==> src/rtl/seq_display.sv <==
// Plays the round's colour sequence on the LEDs by stepping the external counter.
// Optional macro GENIUS_SPEEDUP_EN shortens the lit time as the level rises.
module seq_display #(
    parameter int unsigned ON_CYC     = 8,
    parameter int unsigned OFF_CYC    = 4,
    parameter logic [31:0] SEQ_ROM    = 32'h1B1B_E4E4
`ifdef GENIUS_SPEEDUP_EN
    ,
    parameter int unsigned SPEED_STEP = 1,
    parameter int unsigned MIN_ON_CYC = 2
`endif
) (
    input  logic       clk,
    input  logic       R,
    input  logic       start,
    input  logic [3:0] level,
    input  logic [3:0] step_idx,
    input  logic       tc,
    output logic       cnt_clr,
    output logic       step_en,
    output logic [3:0] leds,
    output logic       busy,
    output logic       done
);

    localparam int unsigned MAX_CYC = (ON_CYC > OFF_CYC) ? ON_CYC : OFF_CYC;
    localparam int unsigned TW      = $clog2(MAX_CYC) + 1;

    typedef enum logic [2:0] {
        IDLE, CLEAR, FETCH, LATCH, SHOW, GAP, DONE
    } state_t;

    state_t        state, state_d;
    logic [TW-1:0] timer, timer_d;
    logic [3:0]    steps, steps_d;
    logic [1:0]    colour, colour_d;
    logic          tc_q, tc_d;
    logic          cnt_clr_d, step_en_d, busy_d, done_d;
    logic [3:0]    leds_d;
    logic [1:0]    rom_col;
    logic [TW-1:0] on_len;

    assign rom_col = SEQ_ROM[{step_idx, 1'b0} +: 2];

`ifdef GENIUS_SPEEDUP_EN
    logic [3:0]        level_q, level_d;
    logic signed [7:0] on_raw;

    // Lit time shrinks with the level, clamped at the floor
    always_comb begin
        on_raw = $signed(8'(ON_CYC)) - $signed(8'(level_q) * 8'(SPEED_STEP));
        if (on_raw < $signed(8'(MIN_ON_CYC)))
            on_len = TW'(MIN_ON_CYC);
        else
            on_len = TW'(on_raw);
    end

    always_ff @(posedge clk or posedge R) begin
        if (R) level_q <= '0;
        else   level_q <= level_d;
    end

    always_comb begin
        level_d = level_q;
        if (state == CLEAR) level_d = level;
    end
`else
    logic unused_level;

    assign on_len       = TW'(ON_CYC);
    assign unused_level = ^level;
`endif

    always_ff @(posedge clk or posedge R) begin
        if (R) begin
            state   <= IDLE;
            timer   <= '0;
            steps   <= '0;
            colour  <= '0;
            tc_q    <= 1'b0;
            cnt_clr <= 1'b0;
            step_en <= 1'b0;
            leds    <= '0;
            busy    <= 1'b0;
            done    <= 1'b0;
        end else begin
            state   <= state_d;
            timer   <= timer_d;
            steps   <= steps_d;
            colour  <= colour_d;
            tc_q    <= tc_d;
            cnt_clr <= cnt_clr_d;
            step_en <= step_en_d;
            leds    <= leds_d;
            busy    <= busy_d;
            done    <= done_d;
        end
    end

    // Next state plus the output values that go with it, so outputs line up with state
    always_comb begin
        state_d   = state;
        timer_d   = timer;
        steps_d   = steps;
        colour_d  = colour;
        tc_d      = tc_q;
        cnt_clr_d = 1'b0;
        step_en_d = 1'b0;
        leds_d    = '0;
        busy_d    = 1'b1;
        done_d    = 1'b0;
        case (state)
            IDLE: begin
                busy_d = 1'b0;
                if (start) begin
                    state_d   = CLEAR;
                    cnt_clr_d = 1'b1;
                    busy_d    = 1'b1;
                end
            end
            CLEAR: begin
                state_d   = FETCH;
                step_en_d = 1'b1;
                steps_d   = '0;
            end
            FETCH: state_d = LATCH;
            LATCH: begin
                state_d  = SHOW;
                colour_d = rom_col;
                tc_d     = tc;
                steps_d  = (steps == 4'd15) ? steps : steps + 4'd1;
                timer_d  = on_len - TW'(1);
                leds_d   = 4'(1) << rom_col;
            end
            SHOW: begin
                if (timer == '0) begin
                    state_d = GAP;
                    timer_d = TW'(OFF_CYC - 1);
                end else begin
                    timer_d = timer - TW'(1);
                    leds_d  = 4'(1) << colour;
                end
            end
            GAP: begin
                if (timer == '0) begin
                    // Step guard stops level 0 before the counter wraps
                    if (tc_q || steps == 4'd15) begin
                        state_d = DONE;
                        done_d  = 1'b1;
                    end else begin
                        state_d   = FETCH;
                        step_en_d = 1'b1;
                    end
                end else begin
                    timer_d = timer - TW'(1);
                end
            end
            DONE: begin
                state_d = IDLE;
                busy_d  = 1'b0;
            end
            default: begin
                state_d = IDLE;
                busy_d  = 1'b0;
            end
        endcase
    end

endmodule

==> config.mk <==
export PLATFORM = sky130hd
export DESIGN_NAME = seq_display
export DESIGN_NICKNAME = d
export VERILOG_FILES = /design/src/rtl/seq_display.sv
export SDC_FILE = /design/constraint.sdc
export NUM_CORES = 1
export LEC_CHECK = 0
export BUFFER_PORTS_ARGS = -buffer_cell sky130_fd_sc_hd__buf_2
export CORE_ASPECT_RATIO = 0.6
export CORE_MARGIN = 5
export CORE_UTILIZATION = 50
export CTS_CLUSTER_DIAMETER = 100
export DETAILED_ROUTE_END_ITERATION = 10
export PLACE_DENSITY_LB_ADDON = 0.12
export SLEW_MARGIN = 20
export SYNTH_ARGS = -nofsm -noshare
export SYNTH_HDL_FRONTEND = slang
export SYNTH_SLANG_ARGS = --single-unit
==> constraint.sdc <==
create_clock -name clk -period 1.9 [get_ports clk]
set_clock_uncertainty 0.15 [all_clocks]
set_input_delay 0.095 -clock clk [delete_from_list [all_inputs] [get_ports clk]]
set_output_delay 0.095 -clock clk [all_outputs]
set_load 0.01 [all_outputs]
==> results of run 1 <==
==> power by group through the flow <==
stage	Sequential [mW]	Combinational, mW	Clock [mW]
final	0.760	0.606	0.432
after global routing	0.784	0.673	0.463
after CTS	0.753	0.604	0.441
after detailed placement	0.762	0.592	0
after global placement	0.756	0.581	0
after floorplan	0.737	0.436	0
==> kinds of logic after synthesis <==
kind of cell	share of synthesized area
AOI/OAI and AO/OA	0.130
adders and majority gates	0.0334
xor gates and xnor gates	0.0234
buffers and inverters	0.0412
and+or+nand+nor	0.254
DFF	0.490
muxes	0.0278
==> through the flow <==
step	std cells	instance area [um^2]	power [mW]
final	164	1350	1.80
after global routing	164	1350	1.92
after CTS	164	1340	1.80
after detailed placement	157	1240	1.35
after global placement	157	1240	1.34
after floorplan	116	1120	1.17
==> timing repair <==
action / CTS / global route
gates resized for setup: 0 / 1
endpoints found under the setup margin: 0 / 2
endpoints found under the hold margin: 26 / 0
hold buffers: 3 / 0
==> placed cells by master, fill, tap and decap left out, types with 2 or more instances in the layout <==
| master | count |
|---|---|
| clkbuf_8 | 3 |
| nor2b_1 | 4 |
| nand2b_1 | 5 |
| nand3_1 | 10 |
| a21o_1 | 2 |
| buf_2 | 14 |
| nor2_1 | 5 |
| a31oi_1 | 2 |
| inv_1 | 4 |
| and3_1 | 2 |
| o21ai_0 | 5 |
| o2bb2ai_1 | 3 |
| a21oi_1 | 7 |
| nor3_1 | 2 |
| nand2_1 | 8 |
| dfrtp_1 | 22 |
| nor4_1 | 2 |
| or4_1 | 2 |
| mux2i_1 | 2 |
| ha_1 | 3 |
| xnor2_1 | 2 |
| nand3b_1 | 2 |
| buf_4 | 5 |
| dlygate4sd3_1 | 3 |
==> routing by layer <==
metal,vias up,global-route usage
li1,453,-
met1,442,0.204
met2,25,0.248
met3,2,0.0545
met4,0,0.0300
met5,-,0
==> how the worst max path moves through the flow <==
stage	to	startpoint	slack [ps]	cells past startpoint
global placement	leds[3]	timer[0]	210	6
floorplan	leds[2]	timer[0]	330	6
global route	done	timer[0]	20	6
detailed placement	leds[3]	timer[0]	170	6
finish	leds[0]	timer[0]	130	6
CTS	leds[3]	timer[0]	120	6
==> layout make-up <==
cell class	count	area [um^2]
Clock inverter	1	30.0
Timing Repair Buffer	22	138
Multi-Input combinational cell	82	533
Sequential cell	22	551
Clock buffer	3	41.3
Tap cell	30	37.5
Fill cell	182	802
Inverter	4	15.0
==> flip-flops by register name, summed over array words and instances (netlist names) <==
register	cells
steps	4
leds	4
state	3
tc_q	1
step_en	1
timer	4
colour	2
done	1
cnt_clr	1
busy	1
==> synth_stat cells, types with 2 or more instances <==
| cell | instances |
|---|---|
| dfrtp_1 | 22 |
| nand3_1 | 10 |
| nand2_1 | 8 |
| a21oi_1 | 7 |
| clkbuf_1 | 7 |
| nand2b_1 | 5 |
| nor2_1 | 5 |
| o21ai_0 | 5 |
| inv_1 | 4 |
| nor2b_1 | 4 |
| ha_1 | 3 |
| o2bb2ai_1 | 3 |
| a21o_1 | 2 |
| a31oi_1 | 2 |
| and3_1 | 2 |
| mux2i_1 | 2 |
| nand3b_1 | 2 |
| nor3_1 | 2 |
| nor4_1 | 2 |
| nor4b_1 | 2 |
| or4_1 | 2 |
| xnor2_1 | 2 |
==> tightest hold or removal path: cells and delay by family <==
kind	cells	cell delay, ps
buf+inv	1	140
xor+xnor	1	120
compound gates	1	70
==> results.cfg, run 1 <==
[logic_synthesis]
yosysWarningCount = 0
syn_area_um2 = 1120
synth_area_leader_cell = dfrtp_1
synth-edff-count = 0
syn_nets = 131
ys.flop_type = dfrtp_1
synth.avg_cell_area_um2 = 9.69
synth.distinct_cells = 35
ys_top_cells_by_area = dfrtp_1, nand3_1, ha_1, a21oi_1, nand2b_1
synthArstFlopShare = 1.00
synth_top_area_share = 0.490
seq_area_frac_synth = 0.490
syn_inst = 116
ys_seq_elements = 22

[die]
dieArea_um2 = 3330
die-width_um = 71.2
dieHeight_um = 46.7
core_area_um2 = 2150
ios = 20
rows = 13
start_util = 0.523

[timing]
tns_ps = 0
setup_ws_ps = 135
hold_slack_ps = 55.3
rsz0062_at_grt = false
worst_slew_pin_slew_ps = 455
relSlewSlack = 0.697
hold_viol = 0
period_share = 0.929
fmax_ghz = 0.566
finalSetupViolations = 0
final-max-slew-violation-count = 0
fin_crit_ps = 1770

[drt]
highest_layer = met4
wl_met3_um = 134
wl_per_cell_um = 14.1
firstDrtPassIters = 4
vias_per_cell = 5.62
wl_um = 2310
antenna_left = 0
wl_met2_um = 992
num_vias = 922
drt_iter0_markers = 32
wl_met1_um = 1170
drc = 0

[worst_setup_path]
cp.required_ps = 1910
worstPathArrival_ps = 1770
r2r-end = leds[0]
critPathMaxStageDelay_ps = 380
cp_top_family = simple AND/OR/NAND/NOR gates
end_kind = flip-flop
r2r_slack_ps = 130
worst_setup_path_start_kind = flip-flop
worst_path_max_delay_cell = dfrtp_1
worst-r2r-cell-count = 6
rr_startpoint = timer[0]
critPathMaxFanout = 10
crit_chain = inv_1 -> ha_1 -> nor3b_1 -> buf_4 -> nor4_1 -> a21o_1
path_buf_inv = 2
path_class = flip-flop to flip-flop

[power]
p_int_mw = 1.17
power_leakage_nw = 0.630
comb_power_share = 0.337
power.switching_mw = 0.630
p_clk_frac = 0.240
peakVddDrop_mv = 0.814
swShare = 0.350
powerDensity_nw_per_um2 = 1340
seq_power_share = 0.423

[clock_network]
root_buffer = clkbuf_8
htreeDepth = 1
cts_sinks = 22
post_cts_buffers = 0
cts.path.max_buffers = 2
tritoncts = yes
clk_pin_slew_worst_paths_ps = 80
clk_latency_ps = 260
numCtsBuffers = 3

[worst_hold_path]
hold_depth = 3
hp-start = step_idx[1]
hp-class = input pin to flip-flop
min_to = colour[1]

[placement]
post-dp-hpwl_um = 1540
gp_congestion = 0.755
dp_slack_ps = 169
port_buffers = 14

[status]
status = finished, final reports clean

[grt]
grt-ovfl-total = 0
grt_start_max_net_pins = 23
antenna_found_initial = 0
grt_use_total = 0.154
grt_pass1_wl_um = 3890
first_global_vias = 875

[final_layout]
areaGrowthSynthToFinish_pct = 19.7
drive_above_1_share = 0.187
layout.nets = 150
final_core_util = 0.626
diodes = 0

[job]
max_cap_violations = 0
No activity file was read; power rests on OpenSTA's default activity.
==> run 2: changes to the inputs <==
Settings changed: CORE_UTILIZATION 50 to 30.
==> results.cfg, run 2 (synthesis results as in run 1) <==
[status]
status = finished, final reports clean

[timing]
fin_crit_ps = 1730
hold_viol = 0
hold_slack_ps = 34.9
finalSetupViolations = 0
rsz0062_at_grt = false
fmax_ghz = 0.578
relSlewSlack = 0.694
final-max-slew-violation-count = 0
tns_ps = 0
worst_slew_pin_slew_ps = 458
period_share = 0.911

[worst_setup_path]
path_class = flip-flop to flip-flop
crit_start = timer[0]
worst_setup_path_start_kind = flip-flop
critPathMaxFanout = 12
rr_startpoint = timer[0]
r2r_slack_ps = 170
end_kind = flip-flop
cp-endpoint = leds[3]
worstPathArrival_ps = 1770
cp.required_ps = 1940
worst-r2r-cell-count = 6
r2r-end = leds[3]

[placement]
gp_congestion = 0.705
port_buffers = 14
post-dp-hpwl_um = 1700

[clock_network]
post_cts_buffers = 0
cts_resized = 0
clk_pin_slew_worst_paths_ps = 80
cts.path.max_buffers = 2
numCtsBuffers = 3
cts.hold.buffers_added = 3
clk_latency_ps = 260
htreeDepth = 1
tritoncts = yes
cts_sinks = 22
root_buffer = clkbuf_8

[grt]
grt_pass1_wl_um = 3800
first_global_vias = 789
grt_use_total = 0.0968
grt_start_max_net_pins = 23
antenna_found_initial = 0
grt-ovfl-total = 0

[power]
comb_power_share = 0.339
power.switching_mw = 0.621
p_int_mw = 1.17
peakVddDrop_mv = 0.428
total_power_mw = 1.80
powerDensity_nw_per_um2 = 1310
p_clk_frac = 0.239
seq_power_share = 0.422
power_leakage_nw = 0.633
swShare = 0.346

[drt]
wl_per_cell_um = 12.6
antenna_left = 0
firstDrtPassIters = 4
vias_per_cell = 4.83
wl_um = 2300
drt_iter0_markers = 42
drc = 0
num_vias = 879

[final_layout]
layout_commonest_cell = dfrtp_1
areaGrowthSynthToFinish_pct = 21.7
layout.nets = 151
drive_above_1_share = 0.185
diodes = 0
mostFrequentLayoutCells = dfrtp_1, buf_2, nand3_1
reg_top3 = leds: 4 flops, steps: 4 flops, timer: 4 flops
multi_input_area_um2 = 527
num-fill-cells = 372
regArea_um2 = 551

[die]
dieArea_um2 = 5110
start_util = 0.309
rows = 17
dieHeight_um = 57.4
die-width_um = 89.0
ios = 20
core_area_um2 = 3640

[worst_hold_path]
hp-class = input pin to flip-flop

[job]
max_cap_violations = 0
-- run 2: cell count changes in the layout (fill, tap and decap cells not counted) --
cell	previous run	this run
buf_4	5	6
nor4b_1	1	2
nor4b_2	1	0
-- run 2: metrics by stage --
stage,instances,utilization,setup WS [ps],area (um^2)
2_1_floorplan,116,-,326,1120
3_3_place_gp,175,0.348,206,1270
3_5_place_dp,175,0.348,196,1270
4_1_cts,182,0.376,171,1370
5_1_grt,182,0.376,48.4,1370
6_report,182,0.376,169,1370
-- run 2: layout make-up --
class,instances,area share
sequential,22,0.403
multi-input combinational,82,0.385
timing repair buffer,23,0.106
tap,47,0.0430
clock buffer,3,0.0302
clock inverter,1,0.0220
inverter,4,0.0110
-- run 2: worst min-delay path by stage --
stage | from | end | slack, ps | cells past startpoint
floorplan | R | busy | -70 | 1
global placement | R | leds[1] | -0.2 | 3
detailed placement | R | leds[2] | 9 | 3
CTS | step_idx[1] | colour[1] | 30 | 3
global route | step_idx[1] | colour[1] | 50 | 3
finish | step_idx[1] | colour[1] | 30 | 3
-- run 2: critical path: stages (launching register included) --
cell       delay [ps]
dfrtp_1           340
inv_1              70
ha_1              200
nor3b_1           130
buf_4             180
nor4b_1           420
o2bb2ai_1         160
-- run 2: per-layer routing --
layer  GRT usage  vias up  part of all wire
li1            -      454                 -
met1       0.149      409              0.56
met2       0.124       14              0.37
met3      0.0361        2             0.064
met4      0.0255        0            0.0061
met5           0        -                 0
-- run 2: power groups by stage --
stage | combinational (mW) | sequential (mW) | clock [mW]
2_1_floorplan | 0.436 | 0.737 | 0
3_3_place_gp | 0.605 | 0.756 | 0
3_5_place_dp | 0.615 | 0.764 | 0
4_1_cts | 0.621 | 0.754 | 0.445
5_1_grt | 0.695 | 0.781 | 0.460
6_report | 0.609 | 0.757 | 0.430
